`src/rtl/dual_issue_dispatch_if.sv`:
```
// Issue-stage bundle between the fetch/dependency-check front end and the
// dual-issue dispatcher: incoming instruction pair plus the two issue registers.
interface dual_issue_dispatch_if #(
  parameter int IWIDTH    = 32,
  parameter int PC_WIDTH  = 32,
  parameter int CNT_WIDTH = 16
);
  logic                 di_i_valid1;
  logic                 di_i_valid2;
  logic [IWIDTH-1:0]    di_i_instr1;
  logic [IWIDTH-1:0]    di_i_instr2;
  logic [PC_WIDTH-1:0]  di_i_pc1;
  logic [PC_WIDTH-1:0]  di_i_pc2;
  logic                 di_i_force_pipe1;
  logic                 di_i_stall;
  logic                 di_i_flush;
  logic                 di_o_ready;
  logic                 di_o_valid0;
  logic [IWIDTH-1:0]    di_o_instr0;
  logic [PC_WIDTH-1:0]  di_o_pc0;
  logic                 di_o_valid1;
  logic [IWIDTH-1:0]    di_o_instr1;
  logic [PC_WIDTH-1:0]  di_o_pc1;
  logic [CNT_WIDTH-1:0] di_o_split_cnt;

  modport master (
    output di_i_valid1, di_i_valid2, di_i_instr1, di_i_instr2,
           di_i_pc1, di_i_pc2, di_i_force_pipe1, di_i_stall, di_i_flush,
    input  di_o_ready, di_o_valid0, di_o_instr0, di_o_pc0,
           di_o_valid1, di_o_instr1, di_o_pc1, di_o_split_cnt
  );

  modport slave (
    input  di_i_valid1, di_i_valid2, di_i_instr1, di_i_instr2,
           di_i_pc1, di_i_pc2, di_i_force_pipe1, di_i_stall, di_i_flush,
    output di_o_ready, di_o_valid0, di_o_instr0, di_o_pc0,
           di_o_valid1, di_o_instr1, di_o_pc1, di_o_split_cnt
  );
endinterface

```
`src/rtl/dual_issue_dispatch.sv`:
```
// Dual-issue dispatcher: independent pairs go out together, dependent pairs are
// split so the younger instruction re-issues alone on pipe 1 one cycle later.
module dual_issue_dispatch #(
  parameter int IWIDTH    = 32,
  parameter int PC_WIDTH  = 32,
  parameter int CNT_WIDTH = 16
) (
  input  logic                 di_clk,
  input  logic                 di_rst_n,
  dual_issue_dispatch_if.slave bus
);

  typedef enum logic {PAIR = 1'b0, SPLIT = 1'b1} state_t;

  state_t               state_q, state_d;
  logic                 ready, accept, dep;

  logic                 vld0_p1, vld1_p1;
  logic [IWIDTH-1:0]    instr0_p1, instr1_p1, hold_instr;
  logic [PC_WIDTH-1:0]  pc0_p1, pc1_p1, hold_pc;
  logic [CNT_WIDTH-1:0] split_cnt;

  function automatic logic [CNT_WIDTH-1:0] sat_inc(input logic [CNT_WIDTH-1:0] c);
    logic [CNT_WIDTH-1:0] one;
    one = {{(CNT_WIDTH-1){1'b0}}, 1'b1};
    return (&c) ? c : c + one;
  endfunction

  // Reset gates ready so nothing is accepted while the core is held in reset.
  assign ready  = di_rst_n && (state_q == PAIR) && !bus.di_i_stall && !bus.di_i_flush;
  assign accept = bus.di_i_valid1 && ready;
  assign dep    = bus.di_i_valid2 && bus.di_i_force_pipe1;

  always_comb begin
    state_d = state_q;
    if (bus.di_i_flush) begin
      state_d = PAIR;
    end else if (!bus.di_i_stall) begin
      unique case (state_q)
        PAIR:    if (accept && dep) state_d = SPLIT;
        SPLIT:   state_d = PAIR;
        default: state_d = PAIR;
      endcase
    end
  end

  always_ff @(posedge di_clk) begin
    if (!di_rst_n) state_q <= PAIR;
    else           state_q <= state_d;
  end

  // Issue-register stage: p1 outputs are one cycle after the accept edge.
  always_ff @(posedge di_clk) begin
    if (!di_rst_n) begin
      vld0_p1   <= 1'b0;
      vld1_p1   <= 1'b0;
      instr0_p1 <= '0;
      instr1_p1 <= '0;
      pc0_p1    <= '0;
      pc1_p1    <= '0;
      split_cnt <= '0;
    end else if (bus.di_i_flush) begin
      vld0_p1 <= 1'b0;
      vld1_p1 <= 1'b0;
    end else if (!bus.di_i_stall) begin
      if (state_q == SPLIT) begin
        vld0_p1   <= 1'b0;
        vld1_p1   <= 1'b1;
        instr1_p1 <= hold_instr;
        pc1_p1    <= hold_pc;
      end else if (accept) begin
        vld0_p1   <= 1'b1;
        instr0_p1 <= bus.di_i_instr1;
        pc0_p1    <= bus.di_i_pc1;
        if (dep) begin
          vld1_p1   <= 1'b0;
          split_cnt <= sat_inc(split_cnt);
        end else begin
          vld1_p1   <= bus.di_i_valid2;
          instr1_p1 <= bus.di_i_instr2;
          pc1_p1    <= bus.di_i_pc2;
        end
      end else begin
        vld0_p1 <= 1'b0;
        vld1_p1 <= 1'b0;
      end
    end
  end

  // Hold contents only matter in SPLIT; leaving SPLIT via flush/reset drops them.
  always_ff @(posedge di_clk) begin
    if (accept && dep) begin
      hold_instr <= bus.di_i_instr2;
      hold_pc    <= bus.di_i_pc2;
    end
  end

  assign bus.di_o_ready     = ready;
  assign bus.di_o_valid0    = vld0_p1;
  assign bus.di_o_instr0    = instr0_p1;
  assign bus.di_o_pc0       = pc0_p1;
  assign bus.di_o_valid1    = vld1_p1;
  assign bus.di_o_instr1    = instr1_p1;
  assign bus.di_o_pc1       = pc1_p1;
  assign bus.di_o_split_cnt = split_cnt;

endmodule

```
`src/flat_wrapper.sv`:
```
// flat-port wrapper written by rule: the top's interface ports become plain ports
module dual_issue_dispatch_flat 
#(
  parameter int IWIDTH    = 32,
  parameter int PC_WIDTH  = 32,
  parameter int CNT_WIDTH = 16
)
  (di_clk, di_rst_n, bus_di_i_valid1, bus_di_i_valid2, bus_di_i_instr1, bus_di_i_instr2, bus_di_i_pc1, bus_di_i_pc2, bus_di_i_force_pipe1, bus_di_i_stall, bus_di_i_flush, bus_di_o_ready, bus_di_o_valid0, bus_di_o_instr0, bus_di_o_pc0, bus_di_o_valid1, bus_di_o_instr1, bus_di_o_pc1, bus_di_o_split_cnt);
  dual_issue_dispatch_if #(.IWIDTH(IWIDTH), .PC_WIDTH(PC_WIDTH), .CNT_WIDTH(CNT_WIDTH)) bus_i ();
  input  logic di_clk;
  input  logic di_rst_n;
  input wire logic [$bits(bus_i.di_i_valid1)-1:0] bus_di_i_valid1;
  input wire logic [$bits(bus_i.di_i_valid2)-1:0] bus_di_i_valid2;
  input wire logic [$bits(bus_i.di_i_instr1)-1:0] bus_di_i_instr1;
  input wire logic [$bits(bus_i.di_i_instr2)-1:0] bus_di_i_instr2;
  input wire logic [$bits(bus_i.di_i_pc1)-1:0] bus_di_i_pc1;
  input wire logic [$bits(bus_i.di_i_pc2)-1:0] bus_di_i_pc2;
  input wire logic [$bits(bus_i.di_i_force_pipe1)-1:0] bus_di_i_force_pipe1;
  input wire logic [$bits(bus_i.di_i_stall)-1:0] bus_di_i_stall;
  input wire logic [$bits(bus_i.di_i_flush)-1:0] bus_di_i_flush;
  output wire logic [$bits(bus_i.di_o_ready)-1:0] bus_di_o_ready;
  output wire logic [$bits(bus_i.di_o_valid0)-1:0] bus_di_o_valid0;
  output wire logic [$bits(bus_i.di_o_instr0)-1:0] bus_di_o_instr0;
  output wire logic [$bits(bus_i.di_o_pc0)-1:0] bus_di_o_pc0;
  output wire logic [$bits(bus_i.di_o_valid1)-1:0] bus_di_o_valid1;
  output wire logic [$bits(bus_i.di_o_instr1)-1:0] bus_di_o_instr1;
  output wire logic [$bits(bus_i.di_o_pc1)-1:0] bus_di_o_pc1;
  output wire logic [$bits(bus_i.di_o_split_cnt)-1:0] bus_di_o_split_cnt;
  assign bus_i.di_i_valid1 = bus_di_i_valid1;
  assign bus_i.di_i_valid2 = bus_di_i_valid2;
  assign bus_i.di_i_instr1 = bus_di_i_instr1;
  assign bus_i.di_i_instr2 = bus_di_i_instr2;
  assign bus_i.di_i_pc1 = bus_di_i_pc1;
  assign bus_i.di_i_pc2 = bus_di_i_pc2;
  assign bus_i.di_i_force_pipe1 = bus_di_i_force_pipe1;
  assign bus_i.di_i_stall = bus_di_i_stall;
  assign bus_i.di_i_flush = bus_di_i_flush;
  assign bus_di_o_ready = bus_i.di_o_ready;
  assign bus_di_o_valid0 = bus_i.di_o_valid0;
  assign bus_di_o_instr0 = bus_i.di_o_instr0;
  assign bus_di_o_pc0 = bus_i.di_o_pc0;
  assign bus_di_o_valid1 = bus_i.di_o_valid1;
  assign bus_di_o_instr1 = bus_i.di_o_instr1;
  assign bus_di_o_pc1 = bus_i.di_o_pc1;
  assign bus_di_o_split_cnt = bus_i.di_o_split_cnt;
  dual_issue_dispatch #(.IWIDTH(IWIDTH), .PC_WIDTH(PC_WIDTH), .CNT_WIDTH(CNT_WIDTH)) u_core (.di_clk(di_clk), .di_rst_n(di_rst_n), .bus(bus_i));
endmodule
```
`config.mk`:
```
export PLATFORM = sky130hd
export DESIGN_NAME = dual_issue_dispatch_flat
export DESIGN_NICKNAME = d
export VERILOG_FILES = /design/src/rtl/dual_issue_dispatch_if.sv /design/src/rtl/dual_issue_dispatch.sv /design/src/flat_wrapper.sv
export SDC_FILE = /design/constraint.sdc
export NUM_CORES = 1
export LEC_CHECK = 0
export ABC_AREA = 1
export BUFFER_PORTS_ARGS = -buffer_cell sky130_fd_sc_hd__buf_2
export CAP_MARGIN = 20
export CELL_PAD_IN_SITES_DETAIL_PLACEMENT = 0
export CELL_PAD_IN_SITES_GLOBAL_PLACEMENT = 1
export CORE_UTILIZATION = 37
export CTS_CLUSTER_DIAMETER = 150
export CTS_CLUSTER_SIZE = 28
export DETAILED_ROUTE_END_ITERATION = 10
export GPL_ROUTABILITY_DRIVEN = 0
export PLACE_DENSITY = 0.78
export SETUP_SLACK_MARGIN = 0.3
export SLEW_MARGIN = 20
export SYNTH_ARGS = -nofsm -noshare
export SYNTH_HDL_FRONTEND = slang
export SYNTH_SLANG_ARGS = --single-unit
```
`constraint.sdc`:
```
create_clock -name di_clk -period 2.2 [get_ports di_clk]
set_input_delay 0.22 -clock di_clk [delete_from_list [all_inputs] [get_ports di_clk]]
set_output_delay 0.22 -clock di_clk [all_outputs]
set_load 0.05 [all_outputs]
```
# Word level (Yosys, flattened, before mapping)
# Index checks and enable logic that the tools add are counted.
# word_totals
output_inout_bits,147
in_bits,135
reg_bits,211
elab_cells,44
# classes
n_eq_ne,1
add_sub_neg,1
reduce_logical,14
bitwise_logic,5
muxes,13
# op_table
op,count
$mux W32,6
$add A16 B1 Y16 const B,1
$reduce_and A16 Y1,1
$reduce_and A4 Y1,2
$logic_and A1 B1 Y1,6
$mux W1,6
$reduce_and A6 Y1,1
$not A1 Y1,5
$logic_not A1 Y1,2
$ne A2 B1 Y1 const B,1
$pmux W1 S2,1
$reduce_bool A2 Y1,1
$reduce_or A2 Y1,1

# Longest topological paths before layout
# logic_depth
ltp_word,8
depth_mapped,12

# Worst setup path before layout
# No wires, ideal clock.
# synth_timing
path_type,register to output
startpoint,register u_core.state_q
endpoint,output bus_di_o_ready
t_arrival_ns,1.888
required_ns,1.980
path_stages_with_launch,5
setup_slack_ns,0.092
path_buffers,3
cell_sequence,dfxtp_1 -> buf_2 -> buf_4 -> buf_2 -> nor3_1
# synth_via
elab_chain_len,4
# synth_rtl
item,line_no,text
from (decl),dual_issue_dispatch.sv:15,"state_t state_q, state_d;"
from (signal assigned),dual_issue_dispatch.sv:49,else state_q <= state_d;
$not A1 Y1 (no source line),n/a,
$logic_and A1 B1 Y1 (3 in series),dual_issue_dispatch.sv:30,assign ready = di_rst_n && (state_q == PAIR) && !bus.di_i_stall && !bus.di_i_flush;
to (decl),flat_wrapper.sv:21,output wire logic [$bits(bus_i.di_o_ready)-1:0] bus_di_o_ready;
# Every way passes these cells.

# Worst setup path in the final report
# Ends and elaborated chain as after synthesis.

==> reports/summary.md <==
• **area of the die** 23900 µm²
• **routed wirelength normalized by instance count** 14.5 µm
• **clock tree root driver cell** sky130_fd_sc_hd__clkbuf_16
• **required time of the critical path** 1980 ps
• **top cells by area, synth** sky130_fd_sc_hd__dfxtp_1 (34%), sky130_fd_sc_hd__edfxtp_1 (22%), sky130_fd_sc_hd__nand2_1 (11%)
• **die height** 154 µm
• **number of clock sinks** 211
• **core box area** 22700 µm²
• **antenna violations before repair** 4
• **clock tree skew after final layout** 28.2 ps
• **ratio of total power to cell area** 601 nW/µm²
• **number of global-route vias before repair** 7258
• **Hold Slack** 25.3 ps
• **remaining number of nets flagged by the antenna check after routing** 0
• **Max stage delay cell, worst path** sky130_fd_sc_hd__dfxtp_4
• **cell type group with the largest total delay on the critical path** buffers and inverters
• **layout cell share with drive strength beyond 1** 24.8%
• **detailed-route via count** 7761
• **cell count along the critical path** 3
• **Post-Synthesis Cell Area** 8600 µm²
• **area of the multi-input gates** 3300 µm²
• **setup ws final** 376 ps
• **hold violation count in the final report** 0
• **estimated wirelength of the detail-placed design** 14600 µm
• **crit path launch** u_core.state_q
• **Max Clk Rate** 548 MHz
• **CTS buffer count** 11
• **CP endpoint kind** output pin
• **post-synthesis to final-layout area growth** 36.9%
• **end of the critical path** bus_di_o_ready
• **type of the setup path with the least slack** reg -> out
• **number of I/O pins** 282
• **router iterations before antenna repair** 4
• **setup slack of the worst register-to-register path** 470 ps
• **Hold Crit Class** in -> reg
• **max cap viols** 0
• **Crit Path Max Fanout** 29
• **number of placed cells counting well taps** 1469
• **die span in x** 154 µm
• **total of warnings raised by yosys** 0
• **dpl ws** 503 ps
• **minimum clock period after layout** 1820 ps
• **average cell area after synthesis** 9.01 µm²
• **fillcell total** 2167
• **wire length of the first global-routing pass** 37400 µm
• **Post-Synthesis Cells** 955
• **delay of the slowest critical-path stage** 380 ps
• **sum of overflow across all layers after global routing** 0
• **hold_sp** bus_di_i_pc1[28]
• **synthesis-stage register bit count** 211
• **maximum count of clock buffers along a single path** 3
• **cell type contributing the most total cell area after synthesis** sky130_fd_sc_hd__dfxtp_1
• **share of the synthesized area in the top cell type** 34.2%
• **number of placement rows** 55
• **post-CTS setup-driven buffer insertion count** 0
• **non-filler instance count after layout** 1614
• **Routed WL** 23400 µm
• **clock edge transition at the registers on the reported setup and hold paths** 120 ps
• **post-synthesis sequential area ratio** 56.5%
• **CTS tree** done
• **pin count of the biggest net entering global routing** 101
• **unrepaired setup endpoints after global routing** no
• **peak supply drop** 506 µV
• **input/output buffers** 281
• **starting density of the core** 37.9%
• **Buffers & Inverters on Critical Path** 2
• **post-synthesis net count** 1091
• **Crit Reg-Reg Startpoint** u_core.state_q
• **Cell variety after synth** 26
• **Final Setup Violations** 0
• **measured slew at the worst slew-check pin** 860 ps
• **number of H-tree levels** 1
• **# DRC** 0
• **aggregate global-route resource usage** 19.0%
• **setup_tns** 0 ps
• **Critical R2R Capture** u_core.bus.di_o_instr0[25]
• **crit path cell chain** buf_6, nor3_4, buf_4
• **register area** 4870 µm²
• **max_slew headroom** 42.7%
• **crit start category** register
• **FF-to-FF path depth** 6
• **Layout Utilization** 51.9%
• **mean number of vias per cell** 4.81
• **nets@finish** 1459
• **outcome** completed
• **Clock Latency Late Sink** 480 ps
• **part of the cycle the worst path needs** 82.9%
• **First DRT Iteration DRCs** 478
• **total count of max-transition violations in the final report** 0
• **static leakage** 0.00478 µW
• **critical path arrival** 1600 ps
## logic make-up (layout without fill, tap and decap cells)
logic type,Yosys count,in the layout,share of synthesized area (%)
other,0,2,0
adders and majority gates,1,1,0.145
buffers and inverters,89,461,5.47
AOI/OAI and AO/OA,149,149,8.67
DFF,211,211,56.5
muxes,64,64,7.45
and+or+nand+nor,438,438,21.4
xor gates and xnor gates,3,3,0.305
## layout make-up
class,count,share of cell area (%)
antenna,2,0.0425
clock buffer,16,2.50
clock inverter,1,0.138
inverter,21,0.669
multi-input combinational,655,28.0
sequential,211,41.4
tap,285,3.03
timing repair buffer,423,24.3
## stage by stage
step,total power [µW],area (µm²)
floorplan,4540,8610
global placement,4770,10200
detailed placement,4780,10200
CTS,7190,11800
global route,7390,11800
finish,7080,11800
## worst register-to-register path, cell delays in order (launching register included)
cell	delay [ps]
sky130_fd_sc_hd__dfxtp_4	380
sky130_fd_sc_hd__nor2_2	180
sky130_fd_sc_hd__nand3_4	120
sky130_fd_sc_hd__inv_2	70
sky130_fd_sc_hd__buf_4	530
sky130_fd_sc_hd__nand2_1	150
sky130_fd_sc_hd__a21oi_1	220
## timing repair
action / in CTS / in global routing
resized for setup: 3 / 1
endpoints found under the setup margin: 1 / 1
hold buffers: 126 / 0
hold endpoints to repair: 126 / 0
## cell usage after synthesis
| library cell | instances |
|---|---|
| sky130_fd_sc_hd__buf_2 | 16 |
| sky130_fd_sc_hd__xnor2_1 | 1 |
| sky130_fd_sc_hd__buf_1 | 6 |
| sky130_fd_sc_hd__buf_6 | 9 |
| sky130_fd_sc_hd__nor2_1 | 84 |
| sky130_fd_sc_hd__nand2_2 | 2 |
| sky130_fd_sc_hd__dfxtp_1 | 147 |
| sky130_fd_sc_hd__buf_4 | 13 |
| sky130_fd_sc_hd__nand3b_1 | 3 |
| sky130_fd_sc_hd__ha_1 | 1 |
| sky130_fd_sc_hd__nand4_1 | 5 |
| sky130_fd_sc_hd__nor2_2 | 3 |
| sky130_fd_sc_hd__nor2_4 | 4 |
| sky130_fd_sc_hd__edfxtp_1 | 64 |
| sky130_fd_sc_hd__mux2i_1 | 64 |
| sky130_fd_sc_hd__inv_2 | 3 |
| sky130_fd_sc_hd__nor3_1 | 2 |
| sky130_fd_sc_hd__xor2_1 | 2 |
| sky130_fd_sc_hd__o21ai_0 | 6 |
| sky130_fd_sc_hd__a21oi_1 | 143 |
| sky130_fd_sc_hd__clkbuf_1 | 24 |
| sky130_fd_sc_hd__nand3_4 | 1 |
| sky130_fd_sc_hd__nand3_1 | 81 |
| sky130_fd_sc_hd__inv_1 | 18 |
| sky130_fd_sc_hd__nand2_4 | 2 |
| sky130_fd_sc_hd__nand2_1 | 251 |
## report_power, final
group          internal (µW)  switching, µW
Sequential              4050           24.7
Clock                    957           1250
Combinational            345            448
Total                   5350           1720
## sequential cells by signal, indices dropped and copies added (netlist names)
signal / count
u_core.bus.di_o_instr0: 32
u_core.bus.di_o_instr1: 32
u_core.bus.di_o_pc0: 32
u_core.bus.di_o_pc1: 32
u_core.bus.di_o_split_cnt: 16
u_core.bus.di_o_valid0: 1
u_core.bus.di_o_valid1: 1
u_core.hold_instr: 32
u_core.hold_pc: 32
u_core.state_q: 1
## worst min-delay path by stage
stage	to	slack, ps	depth (start not counted)
after floorplan	u_core.hold_instr[0]	320	0
after global placement	u_core.hold_pc[13]	410	1
after detailed placement	u_core.hold_pc[24]	410	1
after CTS	u_core.bus.di_o_pc0[17]	1	3
after global routing	u_core.bus.di_o_pc0[28]	20	3
final	u_core.bus.di_o_pc0[28]	30	3
## cell usage in the layout (no fill, tap or decap)
cell type,count
sky130_fd_sc_hd__mux2i_1,64
sky130_fd_sc_hd__edfxtp_1,64
sky130_fd_sc_hd__dlygate4sd3_1,126
sky130_fd_sc_hd__ha_1,1
sky130_fd_sc_hd__nor3_1,1
sky130_fd_sc_hd__xor2_1,2
sky130_fd_sc_hd__a21oi_1,143
sky130_fd_sc_hd__clkinv_8,1
sky130_fd_sc_hd__buf_4,11
sky130_fd_sc_hd__nand3_4,1
sky130_fd_sc_hd__nor2_4,5
sky130_fd_sc_hd__nand2_4,2
sky130_fd_sc_hd__nand2_1,251
sky130_fd_sc_hd__nand2_2,1
sky130_fd_sc_hd__nor2_2,3
sky130_fd_sc_hd__buf_6,1
sky130_fd_sc_hd__xnor2_1,1
sky130_fd_sc_hd__inv_2,3
sky130_fd_sc_hd__nand3_1,81
sky130_fd_sc_hd__dfxtp_4,1
sky130_fd_sc_hd__nand2_8,1
sky130_fd_sc_hd__inv_1,18
sky130_fd_sc_hd__buf_12,5
sky130_fd_sc_hd__dfxtp_2,2
sky130_fd_sc_hd__nor2_1,83
sky130_fd_sc_hd__o21ai_0,6
sky130_fd_sc_hd__nand4_1,5
sky130_fd_sc_hd__clkbuf_1,5
sky130_fd_sc_hd__nand3b_1,3
sky130_fd_sc_hd__clkbuf_16,11
sky130_fd_sc_hd__nor3_4,1
sky130_fd_sc_hd__diode_2,2
sky130_fd_sc_hd__buf_2,280
sky130_fd_sc_hd__dfxtp_1,144
## per-layer routing
metal	track usage, %	share of wire [%]	up-vias
met5	0	0.094	-
met4	4.29	1.8	4
met3	5.04	7.6	37
met2	31.4	45	260
met1	24.7	46	3539
li1	-	-	3921
(Power assumes the default switching activity.)
